### config.mk
export PLATFORM = sky130hd
export DESIGN_NAME = majority_vote_pipe
export DESIGN_NICKNAME = d
export VERILOG_FILES = /design/src/rtl/majority_vote_pipe.sv
export SDC_FILE = /design/constraint.sdc
export NUM_CORES = 1
export LEC_CHECK = 0
export CORE_MARGIN = 10
export CORE_UTILIZATION = 47
export CTS_BUF_LIST = sky130_fd_sc_hd__clkbuf_8
export CTS_CLUSTER_DIAMETER = 150
export DETAILED_ROUTE_END_ITERATION = 16
export GPL_ROUTABILITY_DRIVEN = 0
export PLACE_DENSITY = 0.8
export SETUP_SLACK_MARGIN = 0.2
export SLEW_MARGIN = 15
export SYNTH_ARGS = -nofsm -noshare
export SYNTH_HDL_FRONTEND = slang
export SYNTH_SLANG_ARGS = --single-unit
### constraint.sdc
create_clock -name clk -period 4.5 [get_ports clk]
set_input_delay 0.675 -clock clk [delete_from_list [all_inputs] [get_ports clk]]
set_output_delay 0.675 -clock clk [all_outputs]
set_load 0.01 [all_outputs]
### src/rtl/majority_vote_pipe.sv
// Pipelined N-input threshold voter with valid/ready handshake and optional sliding-window majority.
// Define MAJ_DISAGREE_EN to add the disagree flag and saturating disagree counter outputs.
module majority_vote_pipe #(
    parameter int N   = 5,
    parameter int WIN = 8,
    localparam int CW = $clog2(N + 1),
    localparam int WW = $clog2(WIN + 1),
    localparam int OW = (CW > WW) ? CW : WW
) (
    input  logic          clk,
    input  logic          rst_n,
    input  logic          in_valid,
    output logic          in_ready,
    input  logic [N-1:0]  x,
    input  logic [CW-1:0] thr,
    input  logic          mode,
    input  logic          clr,
    output logic          out_valid,
    input  logic          out_ready,
`ifdef MAJ_DISAGREE_EN
    output logic          disagree,
    output logic [15:0]   disagree_cnt,
`endif
    output logic          z,
    output logic [OW-1:0] cnt
);

    localparam logic [CW-1:0] DEF_THR = CW'(N / 2 + 1);

    logic          run;
    logic          s1_valid;
    logic [CW-1:0] s1_pc;
    logic [CW-1:0] s1_thr;
    logic          s1_mode;
    logic [WIN-1:0] h;
    logic [WW-1:0] wc;

    logic [CW-1:0] pc_x;
    logic [CW-1:0] thr_eff;
    logic          accept;
    logic          xfer;
    logic          v;
    logic [WW-1:0] wc_next;
    logic [WW:0]   wc_x2;
    logic          win_maj;

    // NOTE: every variable driven in always_comb gets a default first, so no path leaves it unassigned (no latch).
    always_comb begin
        pc_x = '0;
        for (int i = 0; i < N; i++) begin
            pc_x = pc_x + CW'(x[i]);
        end
    end

    assign thr_eff  = (thr == '0) ? DEF_THR : thr;
    assign xfer     = s1_valid && (!out_valid || out_ready);
    assign in_ready = run && !clr && (!s1_valid || !out_valid || out_ready);
    assign accept   = in_valid && in_ready;

    assign v       = (s1_pc >= s1_thr);
    // The window count tracks incrementally: the new vote enters, the oldest bit leaves.
    assign wc_next = wc + WW'(v) - WW'(h[WIN-1]);
    assign wc_x2   = {wc_next, 1'b0};
    assign win_maj = (wc_x2 > (WW + 1)'(WIN));

    // NOTE: sequential state uses non-blocking assignments so every register samples pre-edge values.
    always_ff @(posedge clk or negedge rst_n) begin
        if (!rst_n) begin
            run <= 1'b0;
        end else begin
            run <= 1'b1;
        end
    end

    always_ff @(posedge clk or negedge rst_n) begin
        if (!rst_n) begin
            s1_valid <= 1'b0;
            s1_pc    <= '0;
            s1_thr   <= '0;
            s1_mode  <= 1'b0;
        end else if (clr) begin
            s1_valid <= 1'b0;
        end else if (accept) begin
            s1_valid <= 1'b1;
            s1_pc    <= pc_x;
            s1_thr   <= thr_eff;
            s1_mode  <= mode;
        end else if (xfer) begin
            s1_valid <= 1'b0;
        end
    end

    // NOTE: the vote history is reset like any control register because its contents decide the next results.
    always_ff @(posedge clk or negedge rst_n) begin
        if (!rst_n) begin
            out_valid <= 1'b0;
            z         <= 1'b0;
            cnt       <= '0;
            h         <= '0;
            wc        <= '0;
        end else if (clr) begin
            out_valid <= 1'b0;
            h         <= '0;
            wc        <= '0;
        end else if (xfer) begin
            out_valid <= 1'b1;
            h         <= {h[WIN-2:0], v};
            wc        <= wc_next;
            z         <= s1_mode ? win_maj : v;
            cnt       <= s1_mode ? OW'(wc_next) : OW'(s1_pc);
        end else if (out_ready) begin
            out_valid <= 1'b0;
        end
    end

`ifdef MAJ_DISAGREE_EN
    logic split;

    assign split = (s1_pc != '0) && (s1_pc != CW'(N));

    always_ff @(posedge clk or negedge rst_n) begin
        if (!rst_n) begin
            disagree     <= 1'b0;
            disagree_cnt <= '0;
        end else if (clr) begin
            disagree_cnt <= '0;
        end else if (xfer) begin
            disagree <= split;
            if (split && (disagree_cnt != 16'hFFFF)) begin
                disagree_cnt <= disagree_cnt + 16'd1;
            end
        end
    end
`endif

endmodule

## Word-level counts from Yosys, hierarchy flattened

Cells that the tools add are included.

- Latch bits: 0
- RAM bits: 0
- Memory bits (read-only): 0
- Memories: 0
- Bits in registers: 27
- Input port bits: 14
- Output and inout bits: 7

- Add/subtract/negate cells: 6
- Shifts and indexed selects: 0
- Multipliers: 0
- Bitwise operators: 1
- Equality and inequality tests: 0
- Reductions and logical operators: 16
- Div/mod/pow operators: 0
- Magnitude comparators: 2
- Muxes and demuxes: 13

Operators by type and width:

| kind | number |
|---|---|
| $mux 8 | 2 |
| $mux 4 | 3 |
| $mux 1 | 7 |
| $add 3x1->3 | 2 |
| $reduce_bool 3->1 | 2 |
| $gt 5x4->1 const B | 1 |
| $add 4x1->4 | 1 |
| $logic_and 1x1->1 | 4 |
| $reduce_and 2->1 | 2 |
| $sub 4x1->4 | 1 |
| $add 2x1->3 | 1 |
| $ge 3x3->1 | 1 |
| $logic_not 1->1 | 3 |
| $logic_not 3->1 | 1 |
| $logic_or 1x1->1 | 3 |
| $mux 3 | 1 |
| $add 1x1->2 | 1 |
| $reduce_bool 2->1 | 1 |
| $not 1->1 | 1 |

## Longest topological paths before layout

Gate-level depths: netlist of run 1.

- Word-level depth: 7
- Gate-level depth with buffers: 12

## Worst setup path after synthesis of run 1

OpenSTA, ideal clock, no wires.

- Path type: flip-flop to flip-flop
- From: register s1_pc[2]
- To: register z
- Stages on the path, launching flop included: 12
- Setup slack: 1.936 ns
- Period minus slack after synthesis: 2.564 ns
- Path buffers: 0
- Arrival time: 2.482 ns
- Cell sequence: dfrtp_1 > ha_1 > a21o_1 > a31oi_2 > xnor2_1 > ha_1 > inv_1 > fa_1 > xnor2_2 > o21ai_1 > mux2_2 > a31oi_1

- Word-level cells in the longest chain between the ends: 5

Ends and longest elaborated chain:

| item | RTL line | source |
|---|---|---|
| start: declaration | 32 | `logic [CW-1:0] s1_pc;` |
| start signal: assignment | 85 | `s1_pc <= pc_x;` |
| $ge 3x3->1 * | 60 | `assign v = (s1_pc >= s1_thr);` |
| $add 4x1->4 | 62 | `assign wc_next = wc + WW'(v) - WW'(h[WIN-1]);` |
| $sub 4x1->4 | 62 |  |
| $gt 5x4->1 | 64 | `assign win_maj = (wc_x2 > (WW + 1)'(WIN));` |
| $mux 1 * | 109 | `z <= s1_mode ? win_maj : v;` |
| end signal: assignment | 109 |  |
| end: declaration | 24 | `output logic z,` |

Every way passes the cells marked *; elsewhere a longest branch is shown, timed or not.
A chain may end at the register's enable or synchronous reset.

## Worst setup path in the final report of run 1

- From: input port clr
- To: output port in_ready

- Word-level cells in the longest chain between the ends: 3

Ends and longest elaborated chain:

| item | RTL line | source |
|---|---|---|
| start: declaration | 17 | `input logic clr,` |
| $logic_not 1->1 | 57 | `assign in_ready = run && !clr && (!s1_valid \|\| !out_valid \|\| out_ready);` |
| $logic_and 1x1->1 (2 in a row) | 57 |  |
| end: declaration | 13 | `output logic in_ready,` |

No other way between the ends.

==> flow_summary.yaml, run 1 <==
final_layout:
  layout_common_cells: "27 x dfrtp_1, 20 x nand2_1, 20 x clkdlybuf4s50_1"
  layout-drive-gt1-share: 0.134
  layout_commonest_cell: "dfrtp_1"
  num-nets-final: 182
  fillers: 268
  antennaDiodeCount: 0
  final_cell_count_no_fill: 201
  syn2layout_area_growth_pct: 19.1
  design_area_sq_mm: 0.00174
  fin_util: 0.576
routing:
  routedWlPerCell_um: 13.7
  ant_nets: 0
  vias: 1015
  vias_per_cell: 5.05
  firstDrtPassIters: 4
  drc_errors: 0
  initialDrtViolationCount: 86
  drt_wl_total_um: 2760
pwr:
  worst_ir_drop_vdd_mv: 0.221
  clockPowerShare: 0.217
  finalPower_uw: 610
  combPwrFrac: 0.294
  p_int_uw: 433
  power_density_mw_per_mm2: 350
  switchingPower_uw: 176
  p_sw_frac: 0.289
  leakagePower_nw: 0.782
  seq_power_share: 0.489
synthesis:
  yosysWarnings: 0
  yosysSeqAreaShare: 0.462
  synth_fp_nets: 161
  synth-seq-cells: 27
  syn_area_sq_mm: 0.00146
  synth.avg_cell_area_sq_um: 10.7
  synth_cell_types: 36
  synthCells: 137
floorplan:
  start_util: 0.483
  num_rows: 20
  die_area_sq_mm: 0.00575
  io_pins: 21
  dieWidth_um: 75.8
  core-area_sq_mm: 0.00303
  die_h_um: 75.8
grt:
  grt_overflow: 0
  antenna_found_initial: 0
  track_usage: 0.106
  grt_pass1_vias: 1045
  grt_pass1_wl_um: 4720
  grt_max_degree: 28
setup_path:
  cpMostUsedCell: "clkdlybuf4s50_1"
  required_ps: 3830
  crit_type: "primary input to output pin"
  slowest_delay_ps: 940
  cp_max_fo: 20
  crit_path_end_kind: "output pin"
  crit_arrival_ps: 2360
  slowest_stage: "clkdlybuf4s50_1"
  start_kind: "primary input"
  cp_cell_sequence: "clkdlybuf4s50_1 > and3b_1 > clkdlybuf4s50_1"
timing:
  clock.fmax_mhz: 330
  hold_violations: 0
  post-route-min-period_ps: 3030
  fin_skew_ps: 5.59
  slew_headroom: 0.512
  rsz0062_at_grt: "false"
  finalMaxSlewViolations: 0
  timing.hold.ws_ps: 523
  finalSetupViolCount: 0
  worstMarginPinSlew_ps: 730
  setup_ws_ps: 1470
  setup_tns_ps: 0
  fin_crit_sh: 0.674
cts:
  cts_buffer_depth: 2
  clk-insertion-delay-late_ps: 270
  cts_resized: 0
  cts_hold_buffers: 0
  clockRootBuffer: "clkbuf_8"
  h-tree-depth: 1
  cts_inserted_buffers: 3
  clk_pin_slew_ps: 90
  post_cts_buffers: 0
  cts_sinks: 27
  cts_tree: "done"
placement:
  placed_area_sq_mm: 0.00170
  pre_cts_ws_ps: 1480
  port-buffer-count: 20
  placedCellCount: 197
  dp_hpwl_um: 2170
run:
  maxCapViolations: 0
outcome:
  outcome: "finished clean"
min_path:
  hold_class: "register to register"
sequential cells by signal, summed over array words and instances (netlist names):
signal,count
h,8
cnt,4
wc,4
s1_pc,3
s1_thr,3
out_valid,1
run,1
s1_mode,1
s1_valid,1
z,1
cells in the mapped netlist:
library cell  count  area share
dfrtp_1          27        0.46
nand2_1          20       0.051
a21oi_1          15       0.051
nor2_1           12       0.031
inv_1             8       0.021
ha_1              7       0.060
mux2_4            5       0.051
fa_1              3       0.041
mux2i_1           3       0.021
o21ai_0           3       0.010
a211oi_1          2       0.010
and3_1            2      0.0085
buf_4             2       0.010
clkbuf_1          2      0.0051
mux2_2            2       0.015
nand2b_1          2      0.0085
o21ai_1           2      0.0068
xnor2_1           2       0.012
a21o_1            1      0.0051
a21oi_2           1      0.0060
a31oi_1           1      0.0043
a31oi_2           1      0.0085
and3b_1           1      0.0060
buf_2             1      0.0034
conb_1            1      0.0026
nand3_2           1      0.0068
nand3b_2          1      0.0077
nand4b_4          1       0.016
nor2b_1           1      0.0043
nor2b_2           1      0.0060
nor2b_4           1      0.0094
nor3_1            1      0.0034
nor3b_4           1       0.013
o21ai_2           1      0.0060
o31ai_1           1      0.0051
xnor2_2           1       0.011
kinds of logic after synthesis:
| family | Yosys count | share of synthesized area |
|---|---|---|
| xor gates and xnor gates | 3 | 0.0231 |
| and+or+nand+nor | 45 | 0.172 |
| muxes | 10 | 0.0872 |
| AOI/OAI and AO/OA | 28 | 0.114 |
| other | 1 | 0.00256 |
| DFF | 27 | 0.462 |
| buffers and inverters | 13 | 0.0393 |
| adders and majority gates | 10 | 0.101 |
area by class of cell:
class | count | area, sq um | area share
clock inverters | 1 | 3.75 | 0.00215
multi-input cells | 97 | 731 | 0.419
clock buffers | 3 | 41.3 | 0.0237
flip-flops and latches | 27 | 676 | 0.387
well taps | 44 | 55.1 | 0.0316
repair buffers | 21 | 208 | 0.119
inverters | 8 | 30.0 | 0.0172
worst max-delay path: cells and delay by family:
kind / cells / cell delay [ps]
buffers and inverters: 2 / 1420
AND/OR/NAND/NOR: 1 / 260
power groups by stage:
stage | registers [mW] | clock network (mW) | logic (mW)
floorplan | 0.301 | 0 | 0.111
global placement | 0.301 | 0 | 0.174
detailed placement | 0.303 | 0 | 0.182
CTS | 0.298 | 0.137 | 0.183
global route | 0.302 | 0.149 | 0.200
finish | 0.298 | 0.132 | 0.180
worst paths after layout:
path | to | from | cells after the start | slack [ps]
min in group asynchronous | s1_valid | rst_n | 2 | 770
min reg2reg | s1_thr[2] | s1_thr[2] | 1 | 520
max reg2reg | z | s1_pc[2] | 11 | 1680
max | in_ready | clr | 3 | 1470
max in group asynchronous | s1_pc[0] | rst_n | 2 | 3480
min | s1_thr[2] | s1_thr[2] | 1 | 520
per-layer routing:
layer | track usage | vias up | wire length [um]
met4 | 0.0247 | 0 | 23
met3 | 0.0339 | 4 | 118
met2 | 0.188 | 18 | 1440
met1 | 0.121 | 490 | 1180
met5 | 0 | - | 0
li1 | - | 503 | -
(Power assumes the default switching activity.)
==> run 2, diff against run 1 <==
==> constraint.sdc (replaced) <==
create_clock -name clk -period 3.1 [get_ports clk]
set_input_delay 0.465 -clock clk [delete_from_list [all_inputs] [get_ports clk]]
set_output_delay 0.465 -clock clk [all_outputs]
set_load 0.01 [all_outputs]
==> flow_summary.yaml, run 2 (synthesis results as in run 1) <==
setup_path:
  worstRegToRegCells: 12
  crit_type: "register to register"
  required_ps: 3290
  cp_max_fo: 4
  slowest_delay_ps: 380
  cpMostUsedCell: "inv_1"
  rrSetupSlack_ps: 370
  r2r-end: "z"
  start_kind: "register"
  r2r_start: "s1_pc[0]"
  setup.worst_path.end: "z"
  crit_cells: 12
  crit_start: "s1_pc[0]"
  critPathBufInv: 2
  critical_path.top_delay_family: "adder cells"
  crit_path_end_kind: "register"
  crit_arrival_ps: 2920
  cp_cell_sequence: "inv_1 > ha_1 > nand2b_1 > a31oi_4 > xnor2_1 > ha_2 > inv_1 > fa_2 > xnor2_2 > o21ai_1 > mux2_2 > a31oi_1"
  slowest_stage: "dfrtp_1"
pwr:
  power_density_mw_per_mm2: 519
  finalPower_uw: 931
  leakagePower_nw: 0.795
  worst_ir_drop_vdd_mv: 0.271
final_layout:
  top_regs: "h x8, cnt x4, wc x4"
  layout-drive-gt1-share: 0.169
  layout_commonest_cell: "dfrtp_1"
  layout_common_cells: "27 x dfrtp_1, 20 x nand2_1, 20 x clkdlybuf4s50_1"
  num-nets-final: 185
  largest_reg_flops: 8
  syn2layout_area_growth_pct: 22.5
  fin_util: 0.592
  final_cell_count_no_fill: 204
  antennaDiodeCount: 0
  max_flop_register: "h"
timing:
  finalMaxSlewViolations: 0
  setup_tns_ps: 0
  fin_skew_ps: 1.93
  hold_violations: 0
  fin_crit_sh: 0.881
  clock.fmax_mhz: 366
  finalSetupViolCount: 0
  timing.hold.ws_ps: 508
  slew_headroom: 0.610
  worstMarginPinSlew_ps: 583
  rsz0062_at_grt: "false"
  post-route-min-period_ps: 2730
cts:
  cts_sinks: 27
  clk_pin_slew_ps: 90
  cts_inserted_buffers: 3
  cts_tree: "done"
  clockRootBuffer: "clkbuf_8"
  h-tree-depth: 1
  cts_buffer_depth: 2
  clk-insertion-delay-late_ps: 270
floorplan:
  core-area_sq_mm: 0.00303
  num_rows: 20
  die_h_um: 75.8
  start_util: 0.483
  die_area_sq_mm: 0.00575
  dieWidth_um: 75.8
  io_pins: 21
grt:
  grt_overflow: 0
  antenna_found_initial: 0
  track_usage: 0.115
  grt_pass1_vias: 1109
  grt_max_degree: 28
  grt_pass1_wl_um: 5130
routing:
  drt_wl_total_um: 2980
  drc_errors: 0
  wl_met1_um: 1180
  firstDrtPassIters: 4
  routedWlPerCell_um: 14.6
  wl_met2_um: 1640
  ant_nets: 0
  wl_met3_um: 127
  vias: 1051
  vias_per_cell: 5.15
  top_layer_used: "met4"
  initialDrtViolationCount: 50
min_path:
  hold_class: "register to register"
placement:
  port-buffer-count: 20
  dp_hpwl_um: 2280
  placedCellCount: 198
outcome:
  outcome: "finished clean"
run:
  maxCapViolations: 0
==> run 2: layout make-up <==
type | count | area (sq um)
clock inverters | 1 | 3.75
well taps | 44 | 55.1
fillers | 265 | 1230
clock buffers | 3 | 41.3
flip-flops and latches | 27 | 676
inverters | 8 | 30.0
multi-input cells | 97 | 757
repair buffers | 24 | 230
==> run 2: power by group <==
part	total, mW	leakage (nW)	switching, mW	internal [mW]
Combinational	0.306	0.421	0.136	0.170
Clock	0.191	0.0269	0.102	0.0887
Sequential	0.434	0.348	0.0372	0.397
==> run 2: how the worst min path moves through the flow <==
stage | from | endpoint | slack (ps) | cells past startpoint
3_3_place_gp | s1_thr[0] | s1_thr[0] | 480 | 2
3_5_place_dp | s1_thr[0] | s1_thr[0] | 500 | 2
2_1_floorplan | rst_n | cnt[0] | 170 | 0
6_report | s1_thr[0] | s1_thr[0] | 510 | 2
5_1_grt | s1_thr[2] | s1_thr[2] | 550 | 1
4_1_cts | s1_thr[0] | s1_thr[0] | 520 | 2
==> run 2: metal layers <==
metal	GRT usage	up-vias
met4	0.0309	0
met2	0.213	24
met5	0	-
met3	0.0326	6
li1	-	503
met1	0.124	518
==> run 2: repair_timing <==
action                                  CTS  global route
resized for setup                         0             4
hold buffers                              0             0
endpoints found under the setup margin    0             1
setup buffers                             0             2
==> run 2: per-stage QoR <==
| step | setup WS [ps] | cell area (sq um) |
|---|---|---|
| global route | 180 | 1790 |
| CTS | 260 | 1750 |
| global placement | 462 | 1710 |
| finish | 368 | 1790 |
| floorplan | 536 | 1460 |
| detailed placement | 283 | 1710 |
==> run 2: worst reg2reg max path: cells and delay by family, from the launching register on <==
kind            cells  cell delay (ps)
simple gates        1              180
flops               1              380
mux                 1              270
buf+inv             2              110
xor+xnor            2              370
fa+ha+maj           3              860
compound gates      3              480
==> run 3, diff against run 2 <==
--- a/config.mk
+++ b/config.mk
@@ -5,13 +5,15 @@
 export SDC_FILE = /design/constraint.sdc
 export NUM_CORES = 1
 export LEC_CHECK = 0
+export CELL_PAD_IN_SITES_DETAIL_PLACEMENT = 1
+export CELL_PAD_IN_SITES_GLOBAL_PLACEMENT = 2
 export CORE_MARGIN = 10
-export CORE_UTILIZATION = 47
+export CORE_UTILIZATION = 36
 export CTS_BUF_LIST = sky130_fd_sc_hd__clkbuf_8
 export CTS_CLUSTER_DIAMETER = 150
 export DETAILED_ROUTE_END_ITERATION = 16
 export GPL_ROUTABILITY_DRIVEN = 0
-export PLACE_DENSITY = 0.8
+export PLACE_DENSITY = 0.91
 export SETUP_SLACK_MARGIN = 0.2
 export SLEW_MARGIN = 15
 export SYNTH_ARGS = -nofsm -noshare
==> flow_summary.yaml, run 3 (synthesis results as in run 1) <==
pwr:
  leakagePower_nw: 0.801
  worst_ir_drop_vdd_mv: 0.225
  switchingPower_uw: 286
  combPwrFrac: 0.326
  p_sw_frac: 0.302
  p_int_uw: 658
  clockPowerShare: 0.214
  power_density_mw_per_mm2: 521
  finalPower_uw: 944
  seq_power_share: 0.460
floorplan:
  num_rows: 23
  core-area_sq_mm: 0.00397
  start_util: 0.369
  dieWidth_um: 83.8
  die_area_sq_mm: 0.00702
  die_h_um: 83.8
  io_pins: 21
cts:
  h-tree-depth: 1
  cts_hold_buffers: 0
  clk-insertion-delay-late_ps: 280
  cts_buffer_depth: 2
  cts_tree: "done"
  clk_pin_slew_ps: 90
  clockRootBuffer: "clkbuf_8"
  cts_sinks: 27
  cts_inserted_buffers: 3
final_layout:
  top_regs: "h x8, cnt x4, wc x4"
  layout_commonest_cell: "dfrtp_1"
  max_flop_register: "h"
  largest_reg_flops: 8
  num-nets-final: 186
  syn2layout_area_growth_pct: 23.8
  antennaDiodeCount: 0
  layout_common_cells: "27 x dfrtp_1, 20 x nand2_1, 20 x clkdlybuf4s50_1"
  layout-drive-gt1-share: 0.180
timing:
  finalMaxSlewViolations: 0
  clock.fmax_mhz: 365
  worstMarginPinSlew_ps: 591
  fin_crit_sh: 0.883
  slew_headroom: 0.604
  post-route-min-period_ps: 2740
  rsz0062_at_grt: "false"
  finalSetupViolCount: 0
  hold_violations: 0
  fin_skew_ps: 5.84
  setup_tns_ps: 0
  timing.hold.ws_ps: 522
setup_path:
  cp_cell_sequence: "ha_4 > a21o_1 > a31oi_4 > xnor2_1 > ha_2 > inv_1 > fa_1 > xnor2_2 > o21ai_1 > mux2_2 > a31oi_2"
  crit_path_end_kind: "register"
  start_kind: "register"
  slowest_delay_ps: 430
  critical_path.top_delay_family: "adder cells"
  slowest_stage: "dfrtp_1"
  crit_type: "register to register"
  critPathBufInv: 1
  crit_arrival_ps: 2940
  cp_max_fo: 4
  required_ps: 3310
grt:
  antenna_found_initial: 0
  grt_max_degree: 28
  track_usage: 0.0977
  grt_pass1_vias: 1203
  grt_overflow: 0
  grt_pass1_wl_um: 5690
routing:
  vias: 1040
  drt_wl_total_um: 3390
  vias_per_cell: 4.93
  initialDrtViolationCount: 33
  ant_nets: 0
  firstDrtPassIters: 4
  routedWlPerCell_um: 16.1
  drc_errors: 0
run:
  maxCapViolations: 0
placement:
  port-buffer-count: 20
  dp_hpwl_um: 2600
outcome:
  outcome: "finished clean"
min_path:
  hold_class: "register to register"
[run 3: cell types whose count changed in the layout (fill, tap and decap cells not counted), sizes merged]
cell,change
clkinv,+1
inv,-1
buf,+1
[run 3: metal layers]
metal  up-vias  track usage  wire length, um
met5         -            0                0
met4         0       0.0137               19
met3         3       0.0361              159
met2        16        0.185             1850
met1       516        0.101             1360
li1        505            -                -
[run 3: what timing repair did]
action | 4_1_cts | 5_1_grt
gates resized for setup | 0 | 4
setup endpoints to repair | 0 | 1
setup buffers | 0 | 3
[run 3: path summary, 6_finish.rpt]
check                          start         to  cells past startpoint  slack, ps
max in group asynchronous      rst_n   s1_pc[0]                      2       2290
min in group asynchronous      rst_n       h[2]                      2        550
setup / recovery            s1_pc[2]          z                     11        360
setup reg to reg            s1_pc[2]          z                     11        360
hold reg to reg            s1_thr[2]  s1_thr[2]                      1        520
hold / removal             s1_thr[2]  s1_thr[2]                      1        520
[run 3: final cells by class]
class	instances	area [sq um]
Timing Repair Buffer	25	238
Clock inverter	1	5.00
Clock buffer	3	41.3
Tap cell	50	62.6
Sequential cell	27	676
Fill cell	444	2160
Multi-Input combinational cell	97	761
Inverter	8	30.0
[run 3: through the flow]
step | area, sq um | setup slack, ps | instances | utilization
2_1_floorplan | 1460 | 536 | 137 | -
3_3_place_gp | 1710 | 451 | 204 | 0.432
3_5_place_dp | 1710 | 266 | 204 | 0.432
4_1_cts | 1760 | 243 | 208 | 0.443
5_1_grt | 1810 | 206 | 211 | 0.457
6_report | 1810 | 363 | 211 | 0.457
[run 3: power by group through the flow]
stage	logic [mW]	registers [mW]	clock network [mW]
2_1_floorplan	0.161	0.437	0
3_3_place_gp	0.258	0.437	0
3_5_place_dp	0.274	0.442	0
4_1_cts	0.275	0.434	0.209
5_1_grt	0.340	0.441	0.226
6_report	0.308	0.435	0.202
[run 3: worst reg2reg max path, cell delays in order (launching register included)]
cell,delay (ps)
dfrtp_1,430
ha_4,270
a21o_1,200
a31oi_4,190
xnor2_1,150
ha_2,210
inv_1,50
fa_1,410
xnor2_2,220
o21ai_1,100
mux2_2,290
a31oi_2,170
